## config.mk

```make
export PLATFORM = sky130hd
export DESIGN_NAME = fxp_seq_arith_unit
export DESIGN_NICKNAME = d
export VERILOG_FILES = /design/src/rtl/fxp_seq_arith_unit.sv
export SDC_FILE = /design/constraint.sdc
export NUM_CORES = 2
export LEC_CHECK = 0
export ABC_AREA = 1
export CAP_MARGIN = 20
export CELL_PAD_IN_SITES_DETAIL_PLACEMENT = 1
export CELL_PAD_IN_SITES_GLOBAL_PLACEMENT = 1
export CORE_MARGIN = 10
export CORE_UTILIZATION = 52
export CTS_BUF_LIST = sky130_fd_sc_hd__clkbuf_16
export DETAILED_ROUTE_END_ITERATION = 12
export PLACE_DENSITY_LB_ADDON = 0.1
export SYNTH_ARGS = -nofsm -noshare
export SYNTH_HDL_FRONTEND = slang
export SYNTH_SLANG_ARGS = --single-unit
```

## constraint.sdc

```tcl
create_clock -name clock -period 10.2 [get_ports clock]
set_clock_uncertainty 0.2 [all_clocks]
set_input_delay 1.53 -clock clock [delete_from_list [all_inputs] [get_ports clock]]
set_output_delay 1.53 -clock clock [all_outputs]
set_load 0.02 [all_outputs]
```

## src/rtl/fxp_seq_arith_unit.sv

```systemverilog
// Sequential saturating Q(INT_W).(FRAC_W) ALU: ADD/SUB/MUL in one execute cycle,
// DIV through a bit-serial restoring divider, then a clip stage and a held result.
module fxp_seq_arith_unit #(
  parameter  int INT_W  = 11,
  parameter  int FRAC_W = 10,
  localparam int W      = INT_W + FRAC_W
) (
  input  logic         clock,
  input  logic         reset,
  input  logic         in_valid,
  output logic         in_ready,
  input  logic [1:0]   op,
  input  logic [W-1:0] a,
  input  logic [W-1:0] b,
  output logic         out_valid,
  input  logic         out_ready,
  output logic [W-1:0] result,
  output logic         sat,
  output logic         dz
);

  localparam int DIV_ITERS = W + FRAC_W;
  localparam int WW        = 2 * W;
  localparam int CNT_W     = $clog2(DIV_ITERS + 1);

  localparam logic [1:0] OP_ADD = 2'b00;
  localparam logic [1:0] OP_SUB = 2'b01;
  localparam logic [1:0] OP_MUL = 2'b10;
  localparam logic [1:0] OP_DIV = 2'b11;

  localparam logic signed [WW-1:0] MAX_WIDE   = {{(WW-W+1){1'b0}}, {(W-1){1'b1}}};
  localparam logic signed [WW-1:0] MIN_WIDE   = {{(WW-W+1){1'b1}}, {(W-1){1'b0}}};
  localparam logic signed [WW-1:0] ROUND_WIDE = {{(WW-FRAC_W){1'b0}}, 1'b1, {(FRAC_W-1){1'b0}}};
  localparam logic [W-1:0]         MAX_RES    = {1'b0, {(W-1){1'b1}}};
  localparam logic [W-1:0]         MIN_RES    = {1'b1, {(W-1){1'b0}}};
  localparam logic [CNT_W-1:0]     LAST_ITER  = CNT_W'(DIV_ITERS);

  typedef enum logic [2:0] {
    S_IDLE = 3'd0,
    S_EXEC = 3'd1,
    S_DIV  = 3'd2,
    S_SAT  = 3'd3,
    S_DONE = 3'd4
  } state_t;

  // Magnitude as unsigned W bits; the most negative value maps to 2**(W-1).
  function automatic logic [W-1:0] mag(input logic [W-1:0] v);
    mag = v[W-1] ? (~v + {{(W-1){1'b0}}, 1'b1}) : v;
  endfunction

  // Returns {clipped, value} for a wide signed intermediate.
  function automatic logic [W:0] clip(input logic signed [WW-1:0] v);
    if (v > MAX_WIDE) begin
      clip = {1'b1, MAX_RES};
    end else if (v < MIN_WIDE) begin
      clip = {1'b1, MIN_RES};
    end else begin
      clip = {1'b0, v[W-1:0]};
    end
  endfunction

  state_t                 state_r, state_n;
  logic                   in_ready_r, out_valid_r;
  logic [1:0]             op_r;
  logic [W-1:0]           a_r, b_r;
  logic [W-1:0]           result_r;
  logic                   sat_r, dz_r;
  logic signed [WW-1:0]   wide_r;
  logic [W-1:0]           rem_r, div_r;
  logic [DIV_ITERS-1:0]   quo_r;
  logic                   neg_r;
  logic [CNT_W-1:0]       iter_r;

  logic [W:0]             sum_s, diff_s;
  logic signed [WW-1:0]   prod_s, rnd_s, exec_s;
  logic [W:0]             shift_s;
  logic                   ge_s;
  logic [W-1:0]           rem_nxt_s;
  logic [WW-1:0]          quo_ext_s;
  logic signed [WW-1:0]   div_res_s;
  logic [W:0]             clip_s;
  logic                   accept_s;

  assign in_ready  = in_ready_r;
  assign out_valid = out_valid_r;
  assign result    = result_r;
  assign sat       = sat_r;
  assign dz        = dz_r;

  assign accept_s = in_valid & (state_r == S_IDLE);

  // Next-state selection for the operation sequencer.
  always_comb begin
    state_n = state_r;
    case (state_r)
      S_IDLE: begin
        if (in_valid) begin
          state_n = ((op == OP_DIV) && (b != {W{1'b0}})) ? S_DIV : S_EXEC;
        end else begin
          state_n = S_IDLE;
        end
      end
      S_EXEC: state_n = S_SAT;
      S_DIV: begin
        if (iter_r == LAST_ITER) begin
          state_n = S_SAT;
        end else begin
          state_n = S_DIV;
        end
      end
      S_SAT: state_n = S_DONE;
      S_DONE: begin
        if (out_ready) begin
          state_n = S_IDLE;
        end else begin
          state_n = S_DONE;
        end
      end
      default: state_n = S_IDLE;
    endcase
  end

  // State register with registered handshake outputs.
  always_ff @(posedge clock) begin
    if (reset) begin
      state_r     <= S_IDLE;
      in_ready_r  <= 1'b1;
      out_valid_r <= 1'b0;
    end else begin
      state_r     <= state_n;
      in_ready_r  <= (state_n == S_IDLE);
      out_valid_r <= (state_n == S_DONE);
    end
  end

  // Single-cycle arithmetic, one divider step and the clip of the wide intermediate.
  always_comb begin
    sum_s  = {a_r[W-1], a_r} + {b_r[W-1], b_r};
    diff_s = {a_r[W-1], a_r} - {b_r[W-1], b_r};
    prod_s = {{W{a_r[W-1]}}, a_r} * {{W{b_r[W-1]}}, b_r};
    rnd_s  = prod_s + ROUND_WIDE;
    case (op_r)
      OP_ADD:  exec_s = {{(WW-W-1){sum_s[W]}}, sum_s};
      OP_SUB:  exec_s = {{(WW-W-1){diff_s[W]}}, diff_s};
      OP_MUL:  exec_s = rnd_s >>> FRAC_W;
      default: exec_s = a_r[W-1] ? MIN_WIDE : MAX_WIDE;
    endcase
    // Remainder stays below the divisor, so the shifted value always fits W+1 bits.
    shift_s   = {rem_r, quo_r[DIV_ITERS-1]};
    ge_s      = (shift_s >= {1'b0, div_r});
    rem_nxt_s = ge_s ? (shift_s[W-1:0] - div_r) : shift_s[W-1:0];
    quo_ext_s = {{(WW-DIV_ITERS){1'b0}}, quo_r};
    div_res_s = neg_r ? -quo_ext_s : quo_ext_s;
    clip_s    = clip(wide_r);
  end

  // Operand capture, divider iteration and result/flag registers.
  always_ff @(posedge clock) begin
    if (reset) begin
      op_r     <= 2'b00;
      a_r      <= {W{1'b0}};
      b_r      <= {W{1'b0}};
      result_r <= {W{1'b0}};
      sat_r    <= 1'b0;
      dz_r     <= 1'b0;
      wide_r   <= {WW{1'b0}};
      rem_r    <= {W{1'b0}};
      div_r    <= {W{1'b0}};
      quo_r    <= {DIV_ITERS{1'b0}};
      neg_r    <= 1'b0;
      iter_r   <= {CNT_W{1'b0}};
    end else begin
      case (state_r)
        S_IDLE: begin
          if (accept_s) begin
            op_r   <= op;
            a_r    <= a;
            b_r    <= b;
            sat_r  <= 1'b0;
            dz_r   <= 1'b0;
            rem_r  <= {W{1'b0}};
            quo_r  <= {mag(a), {FRAC_W{1'b0}}};
            div_r  <= mag(b);
            neg_r  <= a[W-1] ^ b[W-1];
            iter_r <= {CNT_W{1'b0}};
          end
        end
        S_EXEC: begin
          wide_r <= exec_s;
          dz_r   <= (op_r == OP_DIV);
        end
        S_DIV: begin
          if (iter_r == LAST_ITER) begin
            wide_r <= div_res_s;
          end else begin
            rem_r  <= rem_nxt_s;
            quo_r  <= {quo_r[DIV_ITERS-2:0], ge_s};
            iter_r <= iter_r + {{(CNT_W-1){1'b0}}, 1'b1};
          end
        end
        S_SAT: begin
          result_r <= clip_s[W-1:0];
          sat_r    <= clip_s[W] | dz_r;
        end
        default: begin
        end
      endcase
    end
  end

endmodule

```

==> results.tsv <==
metric	value	unit
required	10.39	ns
dp.final_hpwl	96300	um
die-area	69200	sq um
rrSetupSlack	2.00	ns
r2r_end	wide_r[31]	
pwr_density_cell	137	nW/um^2
cap_violations	0	
drive_above_1_share	0.0489	
p_leak	17.6	nW
io_buffers	72	
multi_input_area	22300	sq um
min_to	result[8]	
rows	89	
yosysTopAreaCell	fa_1	
numCtsBuffers	17	
setup_viol	0	
cp_slowest_stage_delay	0.98	ns
hold_violations	0	
tightest_slew	1.07	ns
n_fill_cell	7690	
grt_setup_unrepaired	false	
slew_violations	0	
synthTopCellsByCount	1003 x nand2_1, 985 x inv_1, 462 x fa_1, 279 x a21oi_1, 230 x nor2_1	
syn_nets	5018	
vias	29100	
holdBufCountCts	0	
seq_area_frac_synth	0.125	
hp-start	wide_r[8]	
worst_slack	2.00	ns
cp_common_cell	fa_1	
path_buf_inv	7	
synth-edff-count	0	
cts_sinks	192	
fp.coreArea	58800	sq um
drc_errors	0	
die_h	263	um
clk_latency	0.48	ns
io_pins	73	
worstRegToRegCells	30	
routabilityCongestion	1.02	
start_kind	flop	
vdd_drop_max	0.173	mV
yosysWarnings	0	
clockBufferDepth	2	
cts-root-buf	clkbuf_16	
synth_cells	4335	
ys_ff_latch	192	
synthArstFlopShare	0	
cts_setup_buffers	0	
cts_tree	built	
antenna_left	0	
min_period_over_period	0.804	
reg2reg_from	b_r[3]	
slowest_stage	dfxtp_1	
finalCriticalPeriod	8.20	ns
end_kind	flop	
final_area	32700	sq um
placed_area	32100	sq um
cts_resized	0	
cts.clk_slew.worst_paths	0.09	ns
drt-pass1-iter-count	7	
start_util	0.523	
grt_usage	0.338	
avgSynthCellArea	7.09	sq um
critical_path.top_delay_family	adder cells	
drt-total-wl	117000	um
hp-class	reg -> reg	
fin_setup_tns	0	ns
antenna_cells	0	
syn_area	30700	sq um
synth_most_common_cell	nand2_1	
status	completed	
grt_pass1_vias	32300	
die_w	263	um
ff_latch_area	3850	sq um
first_iter_violations	1952	
routedWlPerCell	22.9	um
synthFlopType	dfxtp_1	
grt-ovfl-total	0	
cts_htree_levels	4	
viasPerCell	5.72	
cp_max_fo	22	
synth_area_leaders	fa_1 30%, dfxtp_1 13%, nand2_1 12%, inv_1 12%, ha_1 7.0%	
hold_depth	2	
place_ws	2.14	ns
slew_headroom	0.283	
worst_ep_arrival_time	8.39	ns
crit_type	reg -> reg	
area_growth	6.44	%
synth_cell_types	58	
antenna_found_initial	6	
synth.top_cell.area_share	0.301	
grt_max_degree	86	
clock.fmax	122	MHz
grt_pass1_wl	184000	um
nets	4983	
worst max-delay path by stage:
stage,from,endpoint,slack (ns),cells past startpoint
after global routing,b_r[3],wide_r[31],1.54,30
after global placement,b_r[3],wide_r[27],2.24,25
after floorplan,a_r[20],wide_r[33],3.41,30
after CTS,b_r[3],wide_r[31],2.02,30
final,b_r[3],wide_r[31],2.00,30
after detailed placement,b_r[3],wide_r[37],2.14,30
stage by stage:
| step | total power [W] | hold slack [ns] | utilization | std cells |
|---|---|---|---|---|
| after floorplan | 0.00293 | 0.239 | - | 4335 |
| after global placement | 0.00367 | 0.256 | 0.546 | 5052 |
| after detailed placement | 0.00376 | 0.260 | 0.546 | 5053 |
| after CTS | 0.00447 | 0.262 | 0.556 | 5085 |
| after global routing | 0.00486 | 0.283 | 0.556 | 5086 |
| final | 0.00448 | 0.258 | 0.556 | 5086 |
logic make-up (layout without fill, tap and decap cells):
kind of cell    after synthesis  after routing  synth area share
flops                       192            192             0.125
fa+ha+maj                   635            635             0.371
compound gates              681            681             0.125
xor+xnor                     37             37            0.0105
simple gates               1587           1587             0.218
buf+inv                    1203           1181             0.150
cell type report:
type,count,share of cell area
Multi-Input combinational cell,2940,0.682
Clock inverter,15,0.00455
Inverter,1021,0.117
Timing Repair Buffer,128,0.0360
Tap cell,773,0.0296
Clock buffer,17,0.0130
Sequential cell,192,0.118
worst min-delay path, delay by kind of cell, from the launching register on:
family / cells / cell delay (ns)
AOI/OAI and AO/OA: 1 / 0.05
DFF: 1 / 0.32
and+or+nand+nor: 1 / 0.06
flip-flops by register name, summed over array words and instances (netlist names), 5 cells and up:
name    count
b_r        21
rem_r      21
iter_r      5
quo_r      31
wide_r     42
div_r      20
a_r        21
result     21
metal layers:
metal	vias up	part of all wire	GRT usage
met5	-	0.00045	0
met4	8	0.052	0.160
met3	327	0.055	0.0401
met2	949	0.49	0.585
met1	14700	0.40	0.413
li1	13100	-	-
power by group:
group	total, W	internal [W]	switching (W)
sequential	0.000977	0.000840	0.000137
combinational	0.00281	0.000917	0.00189
clock	0.000696	0.000325	0.000371
cells in the final DEF (no fill, tap or decap), drive strengths merged, types with 9 or more instances in the layout:
master         count
a21boi            13
a21o              13
a21oi            296
a31oi             29
buf               57
clkbuf            17
clkdlybuf4s50     71
clkinv             9
dfxtp            192
fa               462
ha               173
inv             1025
nand2           1017
nand3            166
nand3b            19
nand4             46
nor2             249
nor3              45
nor4              17
o211ai            12
o21ai            239
o21bai            26
o22ai             21
or2               17
xnor2             15
xor2              22
(Power assumes the default switching activity.)
